<file path="src/rtl/aes_inv_mix_columns_if.sv">
// Handshake bundle for the InvMixColumns engine: one 128-bit input channel
// and one 128-bit output channel, each with its own valid/ready pair.
// The slave modport is the engine's view; the master modport is the
// producer/consumer side that feeds and drains it.
interface aes_inv_mix_columns_if;
  logic         IN_VALID;
  logic         IN_READY;
  logic [127:0] IN;
  logic         OUT_VALID;
  logic         OUT_READY;
  logic [127:0] OUT;

  modport master (
    output IN_VALID,
    output IN,
    output OUT_READY,
    input  IN_READY,
    input  OUT_VALID,
    input  OUT
  );

  modport slave (
    input  IN_VALID,
    input  IN,
    input  OUT_READY,
    output IN_READY,
    output OUT_VALID,
    output OUT
  );
endinterface

</file>
<file path="src/rtl/aes_inv_mix_columns.sv">
// AES InvMixColumns engine. One 128-bit state is accepted, each column is
// multiplied by the inverse MixColumns matrix over GF(2^8) mod 0x11B,
// COLS_PER_CYCLE columns per clock, and the result is offered downstream.
// Byte b of a state sits at bits [127-8b -: 8], b = 4*row + col, so
// column c is made of bytes c, c+4, c+8, c+12.
module aes_inv_mix_columns #(
  parameter int COLS_PER_CYCLE = 1
) (
  input  logic                        CLOCK,
  input  logic                        RESET,
  aes_inv_mix_columns_if.slave        bus,
  output logic                        BUSY
);

  // Only widths that divide the four columns evenly are meaningful.
  if (!(COLS_PER_CYCLE == 1 || COLS_PER_CYCLE == 2 || COLS_PER_CYCLE == 4)) begin : g_bad_cols
    $error("aes_inv_mix_columns: COLS_PER_CYCLE must be 1, 2 or 4");
  end

  typedef enum logic [1:0] {
    IDLE    = 2'd0,
    COMPUTE = 2'd1,
    DONE    = 2'd2
  } state_e;

  // Counter step and the counter value at which the final group of columns
  // is written. For four columns per cycle both truncate to 0, so the
  // counter stays at 0 and COMPUTE lasts a single cycle.
  localparam logic [1:0] COL_STEP = 2'(COLS_PER_CYCLE);
  localparam logic [1:0] LAST_COL = 2'(4 - COLS_PER_CYCLE);

  state_e       state_q;
  state_e       state_d;
  logic [1:0]   col_q;
  logic [127:0] src_q;
  logic [127:0] res_q;
  logic [127:0] res_d;
  logic         accept;

  // ---------------------------------------------------------------------
  // GF(2^8) helpers
  // ---------------------------------------------------------------------

  // Multiply by x (0x02), reducing by 0x11B when bit 7 falls off.
  function automatic logic [7:0] xtime(input logic [7:0] a);
    return {a[6:0], 1'b0} ^ (a[7] ? 8'h1b : 8'h00);
  endfunction

  // Inverse MixColumns on one column {s0,s1,s2,s3} (s0 in the top byte).
  // The constants 09/0b/0d/0e are built from x, x^2 and x^3 multiples.
  function automatic logic [31:0] inv_mix_col(input logic [31:0] s);
    logic [7:0] a  [4];
    logic [7:0] x1 [4];
    logic [7:0] x2 [4];
    logic [7:0] x3 [4];
    logic [7:0] m9 [4];
    logic [7:0] mb [4];
    logic [7:0] md [4];
    logic [7:0] me [4];
    for (int i = 0; i < 4; i++) begin
      a[i]  = s[31 - 8*i -: 8];
      x1[i] = xtime(a[i]);
      x2[i] = xtime(x1[i]);
      x3[i] = xtime(x2[i]);
      m9[i] = x3[i] ^ a[i];
      mb[i] = x3[i] ^ x1[i] ^ a[i];
      md[i] = x3[i] ^ x2[i] ^ a[i];
      me[i] = x3[i] ^ x2[i] ^ x1[i];
    end
    return {me[0] ^ mb[1] ^ md[2] ^ m9[3],
            m9[0] ^ me[1] ^ mb[2] ^ md[3],
            md[0] ^ m9[1] ^ me[2] ^ mb[3],
            mb[0] ^ md[1] ^ m9[2] ^ me[3]};
  endfunction

  // Gather column c of a state, row 0 in the top byte.
  function automatic logic [31:0] get_col(input logic [127:0] v, input logic [1:0] c);
    logic [31:0] col;
    col = '0;
    for (int r = 0; r < 4; r++) begin
      col[31 - 8*r -: 8] = v[127 - 8*(4*r + int'(c)) -: 8];
    end
    return col;
  endfunction

  // Scatter a column back into column c of a state.
  function automatic logic [127:0] put_col(input logic [127:0] v, input logic [1:0] c,
                                           input logic [31:0] col);
    logic [127:0] res;
    res = v;
    for (int r = 0; r < 4; r++) begin
      res[127 - 8*(4*r + int'(c)) -: 8] = col[31 - 8*r -: 8];
    end
    return res;
  endfunction

  // ---------------------------------------------------------------------
  // Control
  // ---------------------------------------------------------------------

  assign accept = (state_q == IDLE) && bus.IN_VALID;

  // State register; RESET wins over every handshake and drops any block.
  always_ff @(posedge CLOCK) begin
    // NOTE: sequential state is written with non-blocking assignments so
    // every register samples the values from before this edge.
    if (RESET) begin
      state_q <= IDLE;
    end else begin
      state_q <= state_d;
    end
  end

  // Next-state logic: accept in IDLE, run the columns, wait for the consumer.
  always_comb begin
    // NOTE: default first so no path leaves state_d unassigned (no latch).
    state_d = state_q;
    unique case (state_q)
      IDLE:    if (bus.IN_VALID)      state_d = COMPUTE;
      COMPUTE: if (col_q == LAST_COL) state_d = DONE;
      DONE:    if (bus.OUT_READY)     state_d = IDLE;
      default:                        state_d = IDLE;
    endcase
  end

  // Handshake and status outputs decoded purely from the current state.
  always_comb begin
    bus.IN_READY  = 1'b0;
    bus.OUT_VALID = 1'b0;
    BUSY          = 1'b1;
    unique case (state_q)
      IDLE:    begin bus.IN_READY = 1'b1; BUSY = 1'b0; end
      COMPUTE: ;
      DONE:    bus.OUT_VALID = 1'b1;
      default: ;
    endcase
  end

  assign bus.OUT = res_q;

  // ---------------------------------------------------------------------
  // Datapath
  // ---------------------------------------------------------------------

  // Transform the current group of columns into a copy of the result.
  always_comb begin
    res_d = res_q;
    for (int j = 0; j < COLS_PER_CYCLE; j++) begin
      res_d = put_col(res_d, col_q + 2'(j),
                      inv_mix_col(get_col(src_q, col_q + 2'(j))));
    end
  end

  // Column counter and result register; OUT keeps its value between blocks.
  always_ff @(posedge CLOCK) begin
    if (RESET) begin
      col_q <= '0;
      res_q <= '0;
    end else if (accept) begin
      col_q <= '0;
    end else if (state_q == COMPUTE) begin
      col_q <= col_q + COL_STEP;
      res_q <= res_d;
    end
  end

  // Capture the incoming state on acceptance.
  always_ff @(posedge CLOCK) begin
    // NOTE: no reset here -- src_q is only read in COMPUTE, which is always
    // preceded by a capture, so its power-up contents never reach OUT.
    if (accept) begin
      src_q <= bus.IN;
    end
  end

endmodule
</file>
<file path="src/flat_wrapper.sv">
// flat-port wrapper written by rule: the top's interface ports become plain ports
module aes_inv_mix_columns_flat 
#(
  parameter int COLS_PER_CYCLE = 1
)
  (CLOCK, RESET, BUSY, bus_IN_VALID, bus_IN, bus_OUT_READY, bus_IN_READY, bus_OUT_VALID, bus_OUT);
  aes_inv_mix_columns_if bus_i ();
  input  logic CLOCK;
  input  logic RESET;
  output logic BUSY;
  input wire logic [$bits(bus_i.IN_VALID)-1:0] bus_IN_VALID;
  input wire logic [$bits(bus_i.IN)-1:0] bus_IN;
  input wire logic [$bits(bus_i.OUT_READY)-1:0] bus_OUT_READY;
  output wire logic [$bits(bus_i.IN_READY)-1:0] bus_IN_READY;
  output wire logic [$bits(bus_i.OUT_VALID)-1:0] bus_OUT_VALID;
  output wire logic [$bits(bus_i.OUT)-1:0] bus_OUT;
  assign bus_i.IN_VALID = bus_IN_VALID;
  assign bus_i.IN = bus_IN;
  assign bus_i.OUT_READY = bus_OUT_READY;
  assign bus_IN_READY = bus_i.IN_READY;
  assign bus_OUT_VALID = bus_i.OUT_VALID;
  assign bus_OUT = bus_i.OUT;
  aes_inv_mix_columns #(.COLS_PER_CYCLE(COLS_PER_CYCLE)) u_core (.CLOCK(CLOCK), .RESET(RESET), .bus(bus_i), .BUSY(BUSY));
endmodule
</file>
<file path="config.mk">
export PLATFORM = sky130hd
export DESIGN_NAME = aes_inv_mix_columns_flat
export DESIGN_NICKNAME = d
export VERILOG_FILES = /design/src/rtl/aes_inv_mix_columns_if.sv /design/src/rtl/aes_inv_mix_columns.sv /design/src/flat_wrapper.sv
export SDC_FILE = /design/constraint.sdc
export NUM_CORES = 1
export LEC_CHECK = 0
export CORE_MARGIN = 4
export CORE_UTILIZATION = 30
export DETAILED_ROUTE_END_ITERATION = 8
export HOLD_SLACK_MARGIN = 0.12
export SETUP_SLACK_MARGIN = 0.2
export SLEW_MARGIN = 20
export SYNTH_ARGS = -nofsm -noshare
export SYNTH_HDL_FRONTEND = slang
export SYNTH_SLANG_ARGS = --single-unit
</file>
<file path="constraint.sdc">
create_clock -name CLOCK -period 6 [get_ports CLOCK]
set_input_delay 1.2 -clock CLOCK [delete_from_list [all_inputs] [get_ports CLOCK]]
set_output_delay 1.2 -clock CLOCK [all_outputs]
set_load 0.005 [all_outputs]
</file>
==> results.cfg, run 1 <==
[outcome]
status = completed

[sta]
final-max-slew-violation-count = 0
worstMarginPinSlew_ns = 1.134
clock.fmax_mhz = 251.7
period_minus_slack_ns = 3.972
hold_viol = 0
max_slew_margin_pct = 24.23
fin_crit_sh_pct = 66.21
fin_skew_ns = 0.01265
rsz0062_at_grt = false
final.setup.tns_ns = 0
setup_viol = 0

[routing]
routed-via-count = 7323
first_pass_iters = 7
drt_iter0_markers = 467
drcViolationCount = 0
routedWlPerCell_um = 20.88
postRouteAntennaNets = 0
via_per_inst = 4.799
wl_mm = 31.86

[floorplan]
die-area_mm2 = 0.04029
die_h_um = 200.7
pin_count = 263
core_area_mm2 = 0.03661
fp.dieW_um = 200.7
start_util_pct = 30.43
std_cell_rows = 70

[grt]
antenna_found_initial = 0
grt_usage_pct = 15.15
grt_pass1_wl_mm = 47.67
grt_max_degree = 84
grt_overflow = 0
grt_pass1_vias = 7557

[synthesis]
yosysTopAreaCell = edfxtp_1
avgSynthCellArea_um2 = 14.14
synth-seq-cells = 260
synth_warnings = 0
synthAdderAreaFrac_pct = 0.4492
ys_seq_area_share_pct = 58.21
synth_area_mm2 = 0.01114
yosys.area_share.simple_pct = 3.773
synth.distinct_cells = 32
syn_inst = 788
synth_area_leaders = edfxtp_1 (34%), dfxtp_1 (24%), xnor2_1 (9.9%)
synth_top_family_by_area = XOR/XNOR gates
synthMuxAreaShare_pct = 6.715
synth_top_area_share_pct = 34.50
syn-num-nets = 924
synth-xor-area-share_pct = 18.90
synth_compound_area_share_pct = 9.478

[setup_path]
crit_fanout = 18
end_kind = flip-flop
r2r_cells = 8
path_class = flip-flop to flip-flop
max_stage_delay_ns = 0.85
cp.required_ns = 6.40
start_kind = flip-flop
path_cells = buf_4 -> mux4_1 -> xnor2_4 -> xor2_1 -> xor2_1 -> xor3_1 -> a22oi_1 -> nor2_1
cpMaxStageDelayCell = mux4_1
crit_path_frequent_cell = xor2_1
arrival_ns = 4.37

[clock_tree]
cts_hold_buf = 0
cts_tree = done
postCtsSetupBuffers = 0
cts_buffers = 28
ctsResizeCount = 0
cts.sinks = 260
clkTransAtPathRegs_ns = 0.06
htree_levels = 1
clock_path_buffers = 3
worstSkewPairLatency_ns = 0.54
cts_root_buf = clkbuf_16

[placed_design]
gp_congestion = 0.8277
dp_hpwl_mm = 23.68
io_buffers = 262
dp_cells = 1474

[worst_hold_path]
hold_path_depth = 1
holdCritPathClass = flip-flop to flip-flop

[job]
max-cap-violations = 0

[power]
finalPower_uw = 6086
power_leakage_uw = 0.005267
powerDensity_mw_per_mm2 = 399.9
vdd_drop_max_uv = 281.8

[cells_and_area]
final_cell_mix = clkdlybuf4s50_1 (261), dfxtp_1 (130), edfxtp_1 (128)
final_common_cell = clkdlybuf4s50_1
fin_nets = 1172
final_cells = 1526
drive_gt1_share_pct = 10.78
diodes = 0
syn_to_final_growth_pct = 36.60
fin_util_pct = 41.57
-- worst max-delay path, delay by kind of cell, from the launching register on --
family	cells	cell delay, ns
XOR/XNOR	4	1.58
AND/OR/NAND/NOR	1	0.06
flip-flops	1	0.69
AO/OA/AOI/OAI	1	0.20
buffers and inverters	1	0.45
multiplexers	1	0.85
-- path summary, 6_finish.rpt --
kind                                            to  slack [ns]               start
worst max register to register   u_core.bus.OUT[8]        2.03     u_core.col_q[0]
worst max-delay path             u_core.bus.OUT[8]        2.03     u_core.col_q[0]
worst min-delay path            u_core.bus.OUT[11]        0.48  u_core.bus.OUT[11]
worst min register to register  u_core.bus.OUT[11]        0.48  u_core.bus.OUT[11]
-- cell type report --
type,count,area (um2)
Timing Repair Buffer,271,2685
Tap cell,468,585.6
Inverter,4,15.01
Multi-Input combinational cell,471,4436
Fill cell,3408,21390
Clock inverter,18,224.0
Sequential cell,260,6489
Clock buffer,34,785.8
-- logic make-up (layout without fill, tap and decap cells) --
group                      Yosys count  in the layout
buffers and inverters               57            327
xor gates and xnor gates           193            193
AOI/OAI and AO/OA                  135            135
and+or+nand+nor                    105            105
muxes                               34             34
adders and majority gates            4              4
DFF                                260            260
-- registers in the layout (all words and copies together) (netlist names) --
register        flops
u_core.bus.OUT    128
u_core.src_q      128
u_core.col_q        2
u_core.state_q      2
-- per-stage QoR --
step                      hold slack [ns]  worst slack, ns  cell area (um2)
after global routing               0.4868            1.681            15220
after CTS                          0.4819            1.919            15220
final                              0.4840            2.028            15220
after detailed placement           0.4633            1.937            14210
after floorplan                    0.4482            1.365            11140
after global placement             0.4618            1.953            14200
-- per-layer routing --
layer,track usage [%],vias to the layer above,routed length (um)
li1,-,3378,-
met1,20.33,3652,14030
met2,25.11,258,15130
met3,3.764,35,2211
met4,3.122,0,489
met5,0,-,0
-- cells in the mapped netlist, drive strengths merged --
library cell	number
inv	4
dfxtp	132
clkbuf	35
xor2	34
nor2b	2
and2	1
o21bai	1
edfxtp	128
nor2	87
or2	1
mux2i	2
xnor3	18
mux4	32
buf	18
a22oi	85
a22o	44
nand2b	1
xnor2	139
nor3	5
xor3	2
nand2	5
ha	4
a21oi	5
nor4	3
-- report_power, final --
part / switching (uW) / total (uW) / internal [uW]
Sequential: 64.6 / 2060 / 1990
Clock: 708 / 1850 / 1150
Combinational: 1250 / 2170 / 922
No activity file was read; power rests on OpenSTA's default activity.
==> run 2: changes to the inputs <==
==> constraint.sdc (replaced) <==
create_clock -name CLOCK -period 3.8 [get_ports CLOCK]
set_input_delay 0.76 -clock CLOCK [delete_from_list [all_inputs] [get_ports CLOCK]]
set_output_delay 0.76 -clock CLOCK [all_outputs]
set_load 0.005 [all_outputs]
==> run 2 against run 1 <==
- final cell count up 2.6%
- critical path depth unchanged
- count of clock-buffer cells in the layout up 1
- non-clock buffer count rose by 42
- largest cell class unchanged
- maximum frequency rose by 20%
- sequential power up 57%
- worst setup slack lost 1.5 ns
- first-iteration DRC count fell by 18%
- power up 60%
- register-to-register slack worse by 1.5 ns
- design area rose by 1.2%
==> results.cfg, run 2 (same netlist as run 1, synthesis figures left out) <==
[cells_and_area]
regArea_mm2 = 0.006491
fin_nets = 1214
final_cell_mix = clkdlybuf4s50_1 (261), dfxtp_1 (130), edfxtp_1 (128)
diodes = 0
drive_gt1_share_pct = 13.57
final_common_cell = clkdlybuf4s50_1
multi_input_area_mm2 = 0.004418
final_cells = 1566
fin_util_pct = 42.05
syn_to_final_growth_pct = 38.18
nFillCells = 3379

[sta]
hold_viol = 0
max_slew_margin_pct = 26.34
worstMarginPinSlew_ns = 1.105
final.setup.tns_ns = 0
setup_viol = 0
fin_crit_sh_pct = 87.20
rsz0062_at_grt = false
clock.fmax_mhz = 301.8
fin_skew_ns = 0.01253
period_minus_slack_ns = 3.314
final-max-slew-violation-count = 0

[grt]
grt_max_degree = 87
grt_pass1_vias = 7624
grt_overflow = 0
grt_usage_pct = 15.16
antenna_found_initial = 0
busiest_layer = met2
met3_usage_pct = 3.053
grt_pass1_wl_mm = 47.73
met1_usage_pct = 20.95
gr-usage-met2_pct = 24.88

[routing]
drt_iter0_markers = 381
routed-via-count = 7374
via_per_inst = 4.709
postRouteAntennaNets = 0
routedWlPerCell_um = 20.33
drcViolationCount = 0
first_pass_iters = 5
wl_mm = 31.84

[floorplan]
start_util_pct = 30.43
fp.dieW_um = 200.7
core_area_mm2 = 0.03661
die-area_mm2 = 0.04029
die_h_um = 200.7
pin_count = 263
std_cell_rows = 70

[setup_path]
path_cells = buf_4 -> mux4_2 -> xor2_1 -> xnor3_2 -> xnor2_1 -> xnor2_1 -> a22oi_1 -> nor2_1
path_class = flip-flop to flip-flop
cpMaxStageDelayCell = mux4_2
crit_fanout = 12
r2r-end = u_core.bus.OUT[45]
max_stage_delay_ns = 0.63
ff2ff_setup_slack_ns = 0.49
cp.required_ns = 4.28
end_kind = flip-flop
r2r_cells = 8
r2r_start = u_core.col_q[0]
start_kind = flip-flop
arrival_ns = 3.79
worst-path-buf-inv = 1
crit_family = XOR/XNOR gates
crit_path_frequent_cell = xnor2_1

[clock_tree]
cts_buffers = 28
cts_hold_buf = 0
cts.sinks = 260
clkTransAtPathRegs_ns = 0.07
htree_levels = 1
clock_path_buffers = 3
cts_tree = done
worstSkewPairLatency_ns = 0.54
cts_root_buf = clkbuf_16

[worst_hold_path]
hold_path_depth = 1
holdCritPathClass = flip-flop to flip-flop
hold_end = u_core.bus.OUT[108]
worstHoldStart = u_core.bus.OUT[108]

[power]
finalPower_uw = 9709
power_leakage_uw = 0.005419
vdd_drop_max_uv = 390.2
powerDensity_mw_per_mm2 = 630.6

[placed_design]
dp_cells = 1516
dp_hpwl_mm = 23.99
io_buffers = 262
gp_congestion = 0.8733

[job]
max-cap-violations = 0

[outcome]
status = completed
==> run 2: power by group <==
| part | total, uW | internal [uW] | switching [uW] |
|---|---|---|---|
| sequential | 3240 | 3150 | 96.6 |
| clock | 2590 | 1490 | 1100 |
| combinational | 3880 | 1770 | 2100 |
==> run 2: how the worst max path moves through the flow <==
stage / from / end / cells past startpoint
after CTS: u_core.col_q[0] / u_core.bus.OUT[45] / 8
final: u_core.col_q[0] / u_core.bus.OUT[45] / 8
after detailed placement: u_core.col_q[0] / u_core.bus.OUT[78] / 8
after floorplan: u_core.col_q[0] / u_core.bus.OUT[84] / 10
after global routing: u_core.col_q[0] / u_core.bus.OUT[14] / 8
after global placement: u_core.col_q[0] / u_core.bus.OUT[78] / 8
==> run 2: final cells by class <==
class | count | area share, %
tap | 468 | 3.803
multi-input combinational | 471 | 28.70
timing repair buffer | 313 | 19.57
inverter | 4 | 0.09752
clock buffer | 35 | 4.941
sequential | 260 | 42.16
clock inverter | 15 | 0.7314
==> run 2: what timing repair did <==
| item | in CTS | in global routing |
|---|---|---|
| endpoints found under the setup margin | 4 | 26 |
| buffers inserted | 0 | 0 |
| gates resized for setup | 1 | 1 |
==> run 2: routing by layer <==
layer	wire length [um]	share of wire, %
met5	0	0
met4	588	1.8
met3	2012	6.3
met2	14720	46
met1	14520	46
==> run 2: worst reg2reg max path: stages (launching register included) <==
cell	delay (ns)
dfxtp_4	0.49
buf_4	0.27
mux4_2	0.64
xor2_1	0.30
xnor3_2	0.56
xnor2_1	0.21
xnor2_1	0.52
a22oi_1	0.14
nor2_1	0.13
==> run 2: through the flow <==
step	cell area, um2	worst slack (ns)	hold WS (ns)
3_3_place_gp	14510	0.2207	0.4623
3_5_place_dp	14510	0.1630	0.4661
6_report	15400	0.4865	0.4779
5_1_grt	15400	0.2458	0.4958
2_1_floorplan	11140	0.8634	0.4482
4_1_cts	15390	0.2472	0.4810
==> run 3: changes to the inputs <==
--- a/config.mk
+++ b/config.mk
@@ -8,6 +8,7 @@
 export CORE_MARGIN = 4
 export CORE_UTILIZATION = 30
 export DETAILED_ROUTE_END_ITERATION = 8
+export GPL_TIMING_DRIVEN = 0
 export HOLD_SLACK_MARGIN = 0.12
 export SETUP_SLACK_MARGIN = 0.2
 export SLEW_MARGIN = 20
==> run 3 against run 2 <==
- core utilization increased by 0.28 points
- global-route usage is 0.27 points lower
- power is 0.36% higher
- first-iteration DRC count shrank 9.2%
- via count fell by 0.39%
- combinational power fell by 1%
- largest cell class unchanged
==> results.cfg, run 3 (same netlist as run 1, synthesis figures left out) <==
[setup_path]
r2r_start = u_core.col_q[0]
r2r_cells = 8
path_class = flip-flop to flip-flop
crit_family = XOR/XNOR gates
cpMaxStageDelayCell = mux4_2
path_cells = buf_6 -> mux4_2 -> xor2_1 -> xnor3_2 -> xnor2_2 -> xnor2_1 -> a22oi_1 -> nor2_1
end_kind = flip-flop
cp.depth = 8
ff2ff_setup_slack_ns = 0.36
crit_fanout = 10
start_kind = flip-flop
r2r-end = u_core.bus.OUT[57]
worstSetupStartpoint = u_core.col_q[0]
arrival_ns = 3.92
worst-path-buf-inv = 1
crit_end = u_core.bus.OUT[57]
max_stage_delay_ns = 0.67
cp.required_ns = 4.28

[routing]
drt_iter0_markers = 346
postRouteAntennaNets = 0
drcViolationCount = 0
routed-via-count = 7345
first_pass_iters = 5
routedWlPerCell_um = 20.05
wl_mm = 31.49
via_per_inst = 4.675

[power]
comb_power_share_pct = 39.4
power_leakage_uw = 0.005424
vdd_drop_max_uv = 378.8
internal_power_uw = 6402
netSwitchingFraction_pct = 34.30
powerDensity_mw_per_mm2 = 628.7
p_switching_uw = 3341
power_frac_seq_pct = 33.3
p_clk_share_pct = 27.4

[sta]
setup_viol = 0
max_slew_margin_pct = 54.02
clock.fmax_mhz = 290.5
period_minus_slack_ns = 3.443
fin_crit_sh_pct = 90.60
worstMarginPinSlew_ns = 0.6848
final.setup.tns_ns = 0
hold_viol = 0
final-max-slew-violation-count = 0
rsz0062_at_grt = true
fin_skew_ns = 0.01356

[grt]
antenna_found_initial = 0
grt_pass1_vias = 7687
grt_pass1_wl_mm = 46.89
grt_max_degree = 61
grt_overflow = 0
grt_usage_pct = 14.89

[clock_tree]
cts_tree = done
clock_path_buffers = 3
htree_levels = 1
cts.sinks = 260
cts_buffers = 28
clkTransAtPathRegs_ns = 0.06
worstSkewPairLatency_ns = 0.55
cts_root_buf = clkbuf_16
cts_hold_buf = 0
postCtsSetupBuffers = 0

[cells_and_area]
syn_to_final_growth_pct = 39.09
final_cell_mix = clkdlybuf4s50_1 (262), dfxtp_1 (131), edfxtp_1 (128)
drive_gt1_share_pct = 11.88
fin_util_pct = 42.33
final_common_cell = clkdlybuf4s50_1
nFillCells = 3379
finalInstanceArea_mm2 = 0.01550
fin_nets = 1218
diodes = 0

[placed_design]
gp_congestion = 0.8172
place_area_mm2 = 0.01440
io_buffers = 262
dp_hpwl_mm = 24.38

[floorplan]
die_h_um = 200.7
pin_count = 263
core_area_mm2 = 0.03661
std_cell_rows = 70
fp.dieW_um = 200.7
start_util_pct = 30.43
die-area_mm2 = 0.04029

[worst_hold_path]
holdCritPathClass = flip-flop to flip-flop

[outcome]
status = completed

[job]
max-cap-violations = 0
run 3: worst min-delay path by stage:
| stage | cells past startpoint | end | from |
|---|---|---|---|
| finish | 1 | u_core.bus.OUT[117] | u_core.bus.OUT[117] |
| global route | 1 | u_core.bus.OUT[75] | u_core.bus.OUT[75] |
| CTS | 1 | u_core.bus.OUT[125] | u_core.bus.OUT[125] |
| detailed placement | 1 | u_core.bus.OUT[108] | u_core.bus.OUT[108] |
| global placement | 1 | u_core.bus.OUT[107] | u_core.bus.OUT[107] |
| floorplan | 1 | u_core.state_q[0] | u_core.state_q[1] |
run 3: timing repair:
action | 4_1_cts | 5_1_grt
endpoints found under the setup margin | 64 | 41
pin swaps | 0 | 0
gates resized for setup | 13 | 13
endpoints found under the hold margin | 0 | 0
run 3: final cells by class:
cell class | count | area [um2] | share of cell area (%)
Tap cell | 468 | 585.6 | 3.778
Clock inverter | 5 | 38.79 | 0.2503
Timing Repair Buffer | 264 | 2670 | 17.23
Multi-Input combinational cell | 471 | 4557 | 29.40
Buffer | 53 | 267.8 | 1.728
Sequential cell | 260 | 6487 | 41.86
Inverter | 4 | 15.01 | 0.09688
Clock buffer | 46 | 875.8 | 5.652
run 3: per-layer routing:
layer | up-vias | track usage (%) | share of wire [%]
li1 | 3468 | - | -
met1 | 3572 | 19.57 | 44
met2 | 263 | 24.94 | 47
met3 | 42 | 3.506 | 6.7
met4 | 0 | 3.786 | 2.6
met5 | - | 0 | 0
run 3: stage by stage:
stage / instances / hold WS [ns] / total power (uW) / setup slack, ns
floorplan: 788 / 0.4482 / 5529 / 0.8634
global placement: 1518 / 0.4599 / 6801 / -0.1283
detailed placement: 1520 / 0.4666 / 6830 / -0.1354
CTS: 1571 / 0.4816 / 9709 / 0.2231
global route: 1571 / 0.5054 / 10160 / 0.1713
finish: 1571 / 0.4773 / 9743 / 0.3573
run 3: power by group through the flow:
| stage | combinational (uW) | sequential (uW) | clock, uW |
|---|---|---|---|
| after floorplan | 2240 | 3290 | 0 |
| after global placement | 3500 | 3300 | 0 |
| after detailed placement | 3530 | 3300 | 0 |
| after CTS | 3720 | 3240 | 2740 |
| after global routing | 4050 | 3260 | 2850 |
| final | 3840 | 3240 | 2670 |
run 3: worst reg2reg max path: cells and delay by family (launching register included):
kind	cells	cell delay (ns)
buffers and inverters	1	0.23
xor gates and xnor gates	4	1.77
AOI/OAI and AO/OA	1	0.14
and+or+nand+nor	1	0.11
muxes	1	0.68
DFF	1	0.44
==> RTL change, RTL diff (flow settings as in run 2) <==
Reset style: asynchronous (`RESET`), changed in 2 clocked blocks.
--- a/src/rtl/aes_inv_mix_columns.sv
+++ b/src/rtl/aes_inv_mix_columns.sv
@@ -102,5 +102,5 @@
 
   // State register; RESET wins over every handshake and drops any block.
-  always_ff @(posedge CLOCK) begin
+  always_ff @(posedge CLOCK or posedge RESET) begin
     // NOTE: sequential state is written with non-blocking assignments so
     // every register samples the values from before this edge.
@@ -153,5 +153,5 @@
 
   // Column counter and result register; OUT keeps its value between blocks.
-  always_ff @(posedge CLOCK) begin
+  always_ff @(posedge CLOCK or posedge RESET) begin
     if (RESET) begin
       col_q <= '0;
Function: not settled (the Yosys comparison gave no result); the edit may change what the design does.
==> RTL change against run 2 <==
Routed wire length increased by 4.0%; via count is 0.37% lower; setup slack got worse by 39 ps; cell area up 6.0%; synthesized area is 6.9% higher; synthesized cell count increased by 1.5%; sequential cell count unchanged; highest routed layer unchanged.
Power is not shown: default switching activity piles up to over one toggle a cycle in this logic, so the estimate is an artifact.
==> RTL change: results (changes against run 2) <==
metric,value,unit,change
Mapped Avg Cell Area,14.9,µm²,was 14.1 µm²
DR iter-0 viols,329,,was 381
first-pass GRT wire length,50.6,mm,was 47.7 mm
ys flop type,dfrtp_1,,was dfxtp_1
CTS root buf,clkbuf_16,,unchanged
mux share of post-synthesis cell area,0.0648,,was 0.0672
Nets,1238,,"was 1,214"
fillers,3653,,"was 3,379"
Placed Cells incl. Taps,1589,,"was 1,516"
Synth area leaders,"edfxtp_1 (32%), dfrtp_1 (28%), xnor2_1 (7.8%)",,"was edfxtp_1 (34%), dfxtp_1 (24%), xnor2_1 (9.9%)"
Final HPWL DP,25.3,mm,was 24.0 mm
final WL,33.1,mm,was 31.8 mm
placer congestion estimate,0.821,,was 0.873
clock buffer depth,3,,unchanged
routed vias,7347,,"was 7,374"
clk_lat worst skew,550,ps,
Synth Area in XOR/XNOR,0.203,,was 0.189
vias in the first global route,7864,,"was 7,624"
pin count of the biggest net entering global routing,80,,was 87
Via-to-Cell Ratio,4.48,,was 4.71
fraction of layout cells with a size suffix above 1,0.141,,was 0.136
GRT Total Usage,0.150,,was 0.152
Synth top cells by count,"dfrtp_1 (132), edfxtp_1 (128), nand2_1 (112)",,"was dfxtp_1 (132), edfxtp_1 (128), xnor2_1 (126)"
DRT Pass-1 Iters,4,,was 5
complex-gate fraction of the synthesized area,0.0619,,was 0.0948
Post-Syn Nets,936,,was 924
Clock Skew,14.6,ps,was 12.5 ps
CTS buffer count,29,,was 28
Crit Path Max Fanout,26,,was 12
pre-CTS setup slack,189,ps,was 163 ps
slew margin rel.,0.512,,was 0.263
Min-Delay Path Class,flop to flop,,unchanged
sequential share of the synthesized area,0.600,,was 0.582
fraction of registers with async set/reset,0.508,,was 0
status,completed,,unchanged
Adder-Cell Fraction of Synth Area,0.00420,,was 0.00449
"Distinct cells, synth",34,,was 32
-- RTL change: critical path, stage by stage, from the launching register on --
cell and delay (ps):
dfrtp_2 750, buf_4 310, mux4_2 430, xnor2_4 240, xor2_1 450, xnor3_1 480
xor2_1 200, buf_4 170, a22o_1 190
-- RTL change: what timing repair did --
| action | CTS | global route |
|---|---|---|
| gates cloned | 0 | 0 |
| pin swaps | 0 | 0 |
| endpoints found under the setup margin | 2 | 16 |
| endpoints found under the hold margin | 0 | 0 |
| resized for setup | 1 | 4 |
-- RTL change: layout make-up --
type,instances,area (µm²),area share
inverters,6,26.3,0.00161
repair buffers,311,3040,0.186
multi-input cells,494,4520,0.277
clock inverters,17,173,0.0106
flip-flops and latches,260,7150,0.438
clock buffers,34,764,0.0468
well taps,518,648,0.0397
-- RTL change: final timing paths --
kind	start	endpoint	slack [ps]	depth (start not counted)
worst max-delay path	u_core.col_q[1]	u_core.bus.OUT[101]	450	8
worst min-delay path	u_core.bus.OUT[119]	u_core.bus.OUT[119]	480	2
worst max register to register	u_core.col_q[1]	u_core.bus.OUT[101]	450	8
worst min register to register	u_core.bus.OUT[119]	u_core.bus.OUT[119]	480	2
max in group asynchronous	RESET	u_core.bus.OUT[6]	2320	3
min in group asynchronous	RESET	u_core.bus.OUT[122]	650	2
-- RTL change: metal layers --
metal  vias to the layer above  global-route usage  wire, µm
met1                      3619               0.221     15700
li1                       3434                   -         -
met4                         0              0.0274       621
met2                       257               0.234     14700
met5                         -                   0         0
met3                        37              0.0329      2060
-- RTL change: per-stage QoR --
step	hold WS (ps)	cell area (µm²)
after floorplan	455	11900
after global placement	461	15400
after detailed placement	470	15400
after CTS	483	16300
after global routing	504	16300
final	479	16300
